$ cat src/rtl/fifo_arb_pkg.sv
// Shared types and helpers for the FIFO burst arbiter.
// Holds the FSM state encoding and the cyclic round-robin pick function.
// Pure declarations; no logic of its own.
package fifo_arb_pkg;

  typedef enum logic {ARB_IDLE, ARB_BURST} arb_state_t;

  // Widest requester vector the pick function handles.
  localparam int RR_MAX = 8;

  // Index of the first set request at or after ptr, wrapping over n requesters.
  // Returns 0 when nothing is requested; callers qualify with |req.
  function automatic int rr_pick(input logic [RR_MAX-1:0] req, input int ptr, input int n);
    int win;
    int idx;
    logic found;
    win   = 0;
    found = 1'b0;
    for (int k = 0; k < RR_MAX; k++) begin
      idx = (ptr + k) % n;
      if (!found && (k < n) && req[3'(idx)]) begin
        win   = idx;
        found = 1'b1;
      end
    end
    return win;
  endfunction

endpackage

$ cat src/rtl/rr_priority_pick.sv
// Combinational cyclic priority encoder over N requesters starting at ptr.
// Latency: zero cycles, purely combinational.
// Backpressure: none; the caller decides whether to act on the pick.
module rr_priority_pick
  import fifo_arb_pkg::*;
#(
  parameter int N = 4,
  parameter int W = $clog2(N)
) (
  input  logic [N-1:0] req,
  input  logic [W-1:0] ptr,
  output logic         gnt_valid,
  output logic [W-1:0] gnt_idx
);

  logic [RR_MAX-1:0] req_ext;
  int                win;

  // Zero-extend the request vector and search cyclically from ptr.
  always_comb begin
    req_ext          = '0;
    req_ext[N-1:0]   = req;
    win              = rr_pick(req_ext, int'(ptr), N);
    gnt_valid        = |req;
    gnt_idx          = W'(win);
  end

endmodule

$ cat src/rtl/fifo_burst_arbiter.sv
// Round-robin burst scheduler sharing one downstream write port among CH show-ahead FIFOs.
// Latency: grant decided one cycle after eligibility; beats then flow combinationally from the FIFO head.
// Backpressure: m_ready low stalls the burst with no pop; an empty FIFO drops m_valid, never ends a burst early.
module fifo_burst_arbiter
  import fifo_arb_pkg::*;
#(
  parameter int CH        = 4,
  parameter int WIDTH     = 32,
  parameter int BURST_LEN = 8,
  localparam int CW       = $clog2(CH),
  localparam int BW       = $clog2(BURST_LEN) + 1
) (
  input  logic                clk,
  input  logic                rest,
  input  logic                en,
  input  logic                drain,
  input  logic [CH-1:0]       ch_empty,
  input  logic [CH-1:0]       ch_half,
  input  logic [CH*WIDTH-1:0] ch_read_data,
  output logic [CH-1:0]       ch_read,
  output logic                m_valid,
  input  logic                m_ready,
  output logic [WIDTH-1:0]    m_data,
  output logic [CW-1:0]       m_ch,
  output logic                m_start,
  output logic                m_last,
  output logic                busy
);

  arb_state_t    state_q, state_d;
  logic [CW-1:0] rr_ptr_q, rr_ptr_d;
  logic [CW-1:0] grant_q, grant_d;
  logic [BW-1:0] beat_q, beat_d;
  logic [BW-1:0] len_q, len_d;

  logic [CH-1:0] elig;
  logic          pick_vld;
  logic [CW-1:0] pick_idx;
  logic          beat_done;
  logic          last_beat;

  // Drain mode widens eligibility to any non-empty FIFO.
  always_comb begin
    elig = drain ? ~ch_empty : ch_half;
  end

  rr_priority_pick #(
    .N (CH),
    .W (CW)
  ) u_pick (
    .req       (elig),
    .ptr       (rr_ptr_q),
    .gnt_valid (pick_vld),
    .gnt_idx   (pick_idx)
  );

  // Downstream beat signals follow the granted FIFO head directly.
  always_comb begin
    busy             = (state_q == ARB_BURST);
    m_valid          = busy && !ch_empty[grant_q];
    m_data           = ch_read_data[int'(grant_q)*WIDTH +: WIDTH];
    m_ch             = grant_q;
    last_beat        = (beat_q == (len_q - BW'(1)));
    m_start          = busy && (beat_q == '0);
    m_last           = busy && last_beat;
    beat_done        = m_valid && m_ready;
    ch_read          = '0;
    ch_read[grant_q] = beat_done;
  end

  // Next-state: grant in IDLE, count accepted beats in BURST, advance rr pointer past the winner.
  always_comb begin
    state_d  = state_q;
    rr_ptr_d = rr_ptr_q;
    grant_d  = grant_q;
    beat_d   = beat_q;
    len_d    = len_q;
    case (state_q)
      ARB_IDLE: begin
        if (en && pick_vld) begin
          grant_d = pick_idx;
          len_d   = drain ? BW'(1) : BW'(BURST_LEN);
          beat_d  = '0;
          state_d = ARB_BURST;
        end
      end
      ARB_BURST: begin
        if (beat_done) begin
          beat_d = beat_q + BW'(1);
          if (last_beat) begin
            rr_ptr_d = (grant_q == CW'(CH - 1)) ? '0 : grant_q + CW'(1);
            state_d  = ARB_IDLE;
          end
        end
      end
      default: state_d = ARB_IDLE;
    endcase
  end

  // State registers; reset abandons any burst in flight.
  always_ff @(posedge clk or negedge rest) begin
    if (!rest) begin
      state_q  <= ARB_IDLE;
      rr_ptr_q <= '0;
      grant_q  <= '0;
      beat_q   <= '0;
      len_q    <= BW'(BURST_LEN);
    end else begin
      state_q  <= state_d;
      rr_ptr_q <= rr_ptr_d;
      grant_q  <= grant_d;
      beat_q   <= beat_d;
      len_q    <= len_d;
    end
  end

endmodule

$ cat config.mk
export PLATFORM = sky130hd
export DESIGN_NAME = fifo_burst_arbiter
export DESIGN_NICKNAME = d
export VERILOG_FILES = /design/src/rtl/fifo_arb_pkg.sv /design/src/rtl/rr_priority_pick.sv /design/src/rtl/fifo_burst_arbiter.sv
export SDC_FILE = /design/constraint.sdc
export NUM_CORES = 1
export LEC_CHECK = 0
export CORE_MARGIN = 5
export CORE_UTILIZATION = 29
export CTS_CLUSTER_SIZE = 14
export DETAILED_ROUTE_END_ITERATION = 16
export GPL_TIMING_DRIVEN = 0
export PLACE_DENSITY = 0.91
export SKIP_LAST_GASP = 1
export SLEW_MARGIN = 20
export SYNTH_ARGS = -nofsm -noshare
export SYNTH_HDL_FRONTEND = slang
export SYNTH_SLANG_ARGS = --single-unit
$ cat constraint.sdc
create_clock -name clk -period 5.8 [get_ports clk]
set_clock_uncertainty 0.15 [all_clocks]
set_input_delay 1.16 -clock clk [delete_from_list [all_inputs] [get_ports clk]]
set_output_delay 1.16 -clock clk [all_outputs]
set_load 0.005 [all_outputs]
==> results of run 1 <==
[synth_stat cells, types with 3 or more instances]
cell type                 instances
sky130_fd_sc_hd__inv_1            5
sky130_fd_sc_hd__buf_2            4
sky130_fd_sc_hd__ha_1             6
sky130_fd_sc_hd__and2_1           5
sky130_fd_sc_hd__dfrtp_1         10
sky130_fd_sc_hd__nor2_1           8
sky130_fd_sc_hd__nor3_1           3
sky130_fd_sc_hd__nand2_1         13
sky130_fd_sc_hd__o21ai_0          5
sky130_fd_sc_hd__nand3_1          4
sky130_fd_sc_hd__mux4_2          32
sky130_fd_sc_hd__o31ai_1          4
sky130_fd_sc_hd__a21oi_1          7
[worst max-delay path: stages]
cell and delay, ns:
sky130_fd_sc_hd__clkdlybuf4s50_1 0.44, sky130_fd_sc_hd__mux4_2 0.57, sky130_fd_sc_hd__nor2_4 0.27, sky130_fd_sc_hd__and2_1 0.17
sky130_fd_sc_hd__clkdlybuf4s50_1 0.50
[flip-flops by register name, indices dropped and copies added (netlist names)]
name and count:
beat_q 4, len_q 2, m_ch 2, rr_ptr_q 2
busy 1
[cells by family after synthesis]
family	after synthesis
xor gates and xnor gates	3
DFF	11
adders and majority gates	6
buffers and inverters	14
and+or+nand+nor	38
muxes	36
AOI/OAI and AO/OA	21
[power by group]
part | leakage [nW] | internal (mW) | total (mW) | switching (mW)
clock | 0.0228 | 0.0482 | 0.0762 | 0.0280
sequential | 0.131 | 0.113 | 0.156 | 0.0427
combinational | 1.17 | 0.573 | 0.896 | 0.322
total | 1.32 | 0.735 | 1.13 | 0.393
[final cells by class]
class	count	area, um2
Buffer	9	46.3
Inverter	5	18.8
Clock buffer	4	45.0
Tap cell	70	87.6
Fill cell	396	1630
Multi-Input combinational cell	104	1210
Sequential cell	11	277
Timing Repair Buffer	182	1820
[routing by layer]
metal / GRT usage (%) / vias up / wire length [um]
met5: 0 / - / 0
met4: 5.94 / 0 / 159
met3: 5.94 / 16 / 685
met2: 41.4 / 117 / 4210
met1: 21.2 / 938 / 2420
li1: - / 898 / -
[per-stage QoR]
step / util [%] / total power, mW / hold slack [ns]
after CTS: 68.2 / 1.14 / 0.341
after global routing: 68.2 / 1.21 / 0.356
after detailed placement: 67.4 / 1.06 / 0.334
after global placement: 67.4 / 1.03 / 0.326
after floorplan: - / 0.591 / 0.317
final: 68.2 / 1.13 / 0.338
[worst max-delay path by stage]
stage | from | to | slack, ns | cells after the start
floorplan | ch_empty[3] | ch_read[0] | 2.44 | 3
global placement | ch_empty[3] | ch_read[3] | 1.42 | 5
detailed placement | ch_empty[3] | ch_read[0] | 1.37 | 5
CTS | ch_empty[3] | ch_read[0] | 1.36 | 5
global route | ch_empty[2] | ch_read[1] | 1.29 | 5
finish | ch_empty[3] | ch_read[0] | 1.37 | 5
==> results summary, run 1 <==
The dominant synthesized flop cell is sky130_fd_sc_hd__dfrtp_1. The die area is 0.00692 mm2. The final instance count without filler cells came out at 385. In the final layout, the share of cells above drive strength 1 is 14.3%. The number of nets in the synthesized netlist is 276. The synthesized-area fraction occupied by ao, oa, aoi and oai cells came out at 8.30%.

The worst setup path is of the input pin to output pin kind. Entering global routing, the biggest net connects 12 pins. The tree built by TritonCTS fans out to 11 sinks. The final number of setup-violating endpoints is 0.

After synthesis, the largest family of logic cells by area is multiplexers. Global routing finished with a remaining overflow of 0. For this block, the initial DRC count from the detailed router was 99. Relative to the synthesized area, the layout overhead comes to 126%.

The library cell used most frequently in the layout, excluding fill and tap cells, is sky130_fd_sc_hd__clkdlybuf4s50_1. The first-pass iteration count of the detailed router is 4. After layout, the worst setup slack is 1.37 ns.

The number of antenna-violating nets in the routed design came out at 0. The number of pins exceeding their max-slew limit in the final report came to 0. STA classifies the critical path endpoint as an output pin.

The later-pin clock latency in the skew report is 0.24 ns. TritonCTS built the clock tree. The most area-hungry cell type in the Yosys netlist is sky130_fd_sc_hd__mux4_2. The area share of the leading cell type in the synthesized netlist is 46.4%. The destination of the worst register-to-register timing path is rr_ptr_q[1]$_DFFE_PN0P_. After synthesis, the mean cell area works out to 12.0 um2. The number of global-route vias before repair came out at 2,205. Sorting the synthesized cells by area gives the leading types as sky130_fd_sc_hd__mux4_2 (46%), sky130_fd_sc_hd__dfrtp_1 (16%), sky130_fd_sc_hd__ha_1 (4.8%). The number of flops mapped to enable cells by yosys came out at 0. The worst hold path belongs to the class flip-flop to flip-flop.

In the routed layout, each cell is associated on average with a via count of 5.11. Post-CTS repair changed the size of 0 cells. The startpoint identified for the worst hold timing path is len_q[3]$_DFFE_PN1P_.

During synthesis, Yosys emitted a total of 0 warnings. The async set-or-reset flop fraction in the synthesized netlist is 100%. Measured against the total synthesized area, the mux share comes to 50.7%. Of all nets on the critical path, the largest fanout is 10. The worst-case clock buffer depth is 2.

The first-pass GRT wire length came out at 11.6 mm. The number of distinct standard cells referenced by the synthesized netlist came out at 32. The post-CTS setup-driven buffer insertion count came out at 0. The final antenna diode count is 0. The worst slew margin relative to its limit came out at 57.4%. The tree is rooted in a sky130_fd_sc_hd__clkbuf_8. The die span in x came out at 83.2 um. The flow ran to the end, and the final reports show no timing, DRC or antenna violations.

After detailed routing, the number of remaining DRC violations is 0. The floorplan step set the die height to 83.2 um. The total vias in the final route is 1,969. The peak supply drop is 0.170 mV. The required time at the endpoint of the critical path is 4.49 ns. Synthesis handed over a netlist of 129 instances. The worst hold path passes through 2 cells.

In the final design database the tool counted 463 nets. The final setup TNS is 0 ns. 183 I/O pins were placed. The worst register-to-register path begins at m_ch[1]$_DFFE_PN0P_.

Setup repair after global routing left no endpoint under its margin. In the finished design, the share of the clock period the worst path needs comes to 76.3%. The TritonCTS buffer count came out at 3. The analysis attributes to cell leakage a power of 1.32 nW. Summing the sequential cell areas from Yosys gives 17.8% of the chip area.

Counting cells, the worst reg-to-reg path comes to 5. The effective utilization at floorplan is 30.2%. Across every metal layer, demand over resource in global routing totals 21.0%.

Dividing total power by cell area gives a power density of 322 mW/mm2. The cell area after placement came out at 0.00346 mm2. The post-layout instance area came out at 0.00351 mm2. The initial antenna violation count came out at 0. In this run the tool buffered the top-level ports with 182 buffer cells. The transition time at the pin with the least slew margin came out at 0.634 ns. The top cell types in the final layout, fill and taps aside, are sky130_fd_sc_hd__clkdlybuf4s50_1 (182), sky130_fd_sc_hd__mux4_2 (32), sky130_fd_sc_hd__nand2_1 (13), sky130_fd_sc_hd__dfrtp_1 (10), sky130_fd_sc_hd__nor2_1 (8). CTS built an H-tree with a depth of 1.

After Yosys synthesis, and, or, nand and nor cells account for 12.5% of the synthesized area. The highest achievable clock rate is 226 MHz. The number of placed instances, taps included came out at 381.

The floorplan has 26 rows. The detail-routed net length per standard cell came out at 19.4 um. The shortest clock period the worst path allows after layout is 4.43 ns. The worst reg-to-reg setup slack is 3.49 ns.

STA classifies the critical path startpoint as an input pin. After Yosys synthesis, XOR and XNOR cells account for 1.69% of the synthesized area. The post-CTS clock slew at the launch and capture registers of the worst setup and hold paths is 0.05 ns. The post-DP HPWL came out at 6.67 mm. Summed over all layers, the routed wires come to 7.48 mm.

The congestion estimate from routability-driven global placement came to 0.939. At the worst endpoint, the arrival time is 3.12 ns. The area of the core is 0.00514 mm2.

OpenSTA, run right after detailed placement, puts the worst setup slack at 1.37 ns. The final-report hold violation count is 0. Of the total synthesized cell area, the portion taken by full adders, half adders and majority gates is 4.83%.

The total of flip-flops plus latches after synthesis came out at 11. The number of violations of the max-capacitance limit came out at 0. The number of buffers inserted by hold repair at cts came out at 0. The worst hold path terminates at len_q[3]$_DFFE_PN1P_.

The netlist area before placement is 0.00155 mm2.
(Power assumes the default switching activity.)
==> run 2: changes to the inputs <==
--- a/config.mk
+++ b/config.mk
@@ -6,11 +6,11 @@
 export NUM_CORES = 1
 export LEC_CHECK = 0
 export CORE_MARGIN = 5
-export CORE_UTILIZATION = 29
+export CORE_UTILIZATION = 25
 export CTS_CLUSTER_SIZE = 14
 export DETAILED_ROUTE_END_ITERATION = 16
 export GPL_TIMING_DRIVEN = 0
-export PLACE_DENSITY = 0.91
+export PLACE_DENSITY = 0.84
 export SKIP_LAST_GASP = 1
 export SLEW_MARGIN = 20
 export SYNTH_ARGS = -nofsm -noshare
==> constraint.sdc (replaced) <==
create_clock -name clk -period 3.5 [get_ports clk]
set_clock_uncertainty 0.15 [all_clocks]
set_input_delay 0.7 -clock clk [delete_from_list [all_inputs] [get_ports clk]]
set_output_delay 0.7 -clock clk [all_outputs]
set_load 0.005 [all_outputs]
==> run 2 against run 1 <==
  * Sequential share of layout area about the same
  * Via count down 2.2%
  * Clock power up 65%
  * Largest power group unchanged
  * Largest cell class unchanged
  * Critical endpoint is now ch_read[1]
  * Utilization down 9.4 points
==> results summary, run 2 (same netlist as run 1, synthesis figures left out) <==
The global placement routability congestion is 0.879. The post-CTS clock slew at the launch and capture registers of the worst setup and hold paths came out at 0.05 ns. The number of pins exceeding their max-slew limit in the final report came out at 0. The boundary pin count came out at 183. The number of H-tree branching levels came out at 1. The post-DP HPWL is 6.65 mm. Final hold analysis gives a worst-case slack of 0.353 ns. The shortest clock period the worst path allows after layout is 3.37 ns. Setup violations remaining at the end of the flow were counted as 0. Setup repair after global routing left no endpoint under its margin. The post-layout instance area came out at 0.00352 mm2.

Entering global routing, the biggest net connects 12 pins. Measured along the y axis, the die boundary spans 88.8 um. The peak supply drop is 0.311 mV. The transition time at the pin with the least slew margin came out at 0.621 ns. In the final routed layout, each cell accounts on average for 18.8 um. The root buffer cell chosen for the clock tree is sky130_fd_sc_hd__clkbuf_8. The count of buffers added on input and output ports is 182.

The final setup TNS came out at 0 ns. For this design the ratio of total power to cell area is 531 mW/mm2. The total vias in the final route came out at 1,926. The min-delay analysis places its worst path in the category flip-flop to flip-flop. The starting DRC count in detailed routing is 56.

The number of design rule violations left after detail routing is 0. The total wire length after detailed routing is 7.35 mm. Leaving out fill and tap cells, the most frequent cell in the layout is sky130_fd_sc_hd__clkdlybuf4s50_1. The number of buffers inserted by hold repair at cts came out at 0. The clock net sink count is 11. The first-pass GRT wire length is 10.3 mm.

The setup path with the least slack is of type input pin to output pin. The final-report hold violation count came out at 0. The initial antenna violation count is 0.

The number of antenna-violating nets in the routed design came out at 0. The worst-case clock buffer depth is 2. The post-route total power is 1.87 mW. In this run the horizontal extent of the chip is 88.8 um. The TritonCTS buffer count is 3. The maximum fanout count along the critical path came out at 7. The element type at the critical path end is an output pin. The overall fraction of global-route tracks in use is 17.3%. Data on the critical path is required at its endpoint by 2.65 ns.

The flow ran to the end, and the final reports show no timing, DRC or antenna violations. For this design the static power due to leakage is 1.33 nW. The worst reg-to-reg setup slack is 1.23 ns. The worst setup path is launched from an input pin. The site row count came out at 28.

The area of the core is 0.00599 mm2. The worst path uses 96.4% of the clock period. The global-route congestion overflow total is 0. The first-pass iteration count of the detailed router is 4. The effective utilization at floorplan came out at 25.9%. The number of global-route vias before repair came out at 2,073. The number of flip-flops in the largest register is 4.

The final antenna diode count came out at 0. The highest achievable clock rate came out at 296 MHz. The cell area after placement is 0.00347 mm2. Cells with a size suffix above 1 make up 14.9% of the layout. The number of violations of the max-capacitance limit came out at 0.

The endpoint arrival time on the critical path came out at 2.52 ns. After detailed routing, the number of vias per cell comes to 4.93. The number of nets in the layout came out at 464. The area added between synthesis and finish came out at 127%. The worst slew margin relative to its limit came out at 58.2%. The top cell types in the final layout, fill and taps aside, are sky130_fd_sc_hd__clkdlybuf4s50_1 (182), sky130_fd_sc_hd__mux4_2 (32), sky130_fd_sc_hd__nand2_1 (13), sky130_fd_sc_hd__dfrtp_1 (10), sky130_fd_sc_hd__nor2_1 (8). The clock reaches the later pin of the worst-skew pair after 0.24 ns. The die area is 0.00789 mm2.

TritonCTS built the clock tree. beat_q holds more flip-flops than any other register.
## run 2: final timing paths
path | endpoint | start | depth (start not counted)
setup reg to reg | rr_ptr_q[1]$_DFFE_PN0P_ | m_ch[1]$_DFFE_PN0P_ | 6
max in group asynchronous | len_q[3]$_DFFE_PN1P_ | rest | 1
hold / removal | len_q[3]$_DFFE_PN1P_ | len_q[3]$_DFFE_PN1P_ | 2
hold reg to reg | len_q[3]$_DFFE_PN1P_ | len_q[3]$_DFFE_PN1P_ | 2
setup / recovery | ch_read[1] | ch_empty[2] | 5
min in group asynchronous | beat_q[0]$_DFFE_PN0P_ | rest | 1
## run 2: report_power, final
group / internal, mW / leakage [nW] / switching, mW
clock: 0.0799 / 0.0228 / 0.0464
combinational: 0.954 / 1.17 / 0.533
sequential: 0.188 / 0.131 / 0.0701
## run 2: through the flow
stage | setup slack (ns) | std cells | util [%]
global placement | 0.0362 | 386 | 57.9
CTS | 0.0182 | 390 | 58.6
detailed placement | 0.0156 | 386 | 57.9
finish | 0.126 | 391 | 58.8
global route | 0.0437 | 391 | 58.8
floorplan | 1.06 | 129 | -
## run 2: layout make-up
class / instances / area [um2]
plain buffers: 9 / 47.5
well taps: 75 / 93.8
repair buffers: 183 / 1830
multi-input cells: 104 / 1210
inverters: 5 / 18.8
clock buffers: 4 / 45.0
fillers: 509 / 2470
flip-flops and latches: 11 / 277
## run 2: repair_timing
| action | CTS | global route |
|---|---|---|
| setup endpoints to repair | 0 | 4 |
| buffers inserted | 0 | 1 |
| resized for setup | 0 | 1 |
## run 2: layer usage
metal | part of all wire, % | GRT usage, %
met3 | 9.3 | 4.93
met1 | 31 | 18.2
met5 | 0 | 0
met4 | 0.99 | 2.75
met2 | 58 | 34.1
## run 2: worst max-delay path, cell delays in order
cell                              delay [ns]
sky130_fd_sc_hd__clkdlybuf4s50_1        0.45
sky130_fd_sc_hd__mux4_2                 0.55
sky130_fd_sc_hd__nor2_4                 0.18
sky130_fd_sc_hd__and2_1                 0.15
sky130_fd_sc_hd__clkdlybuf4s50_1        0.49
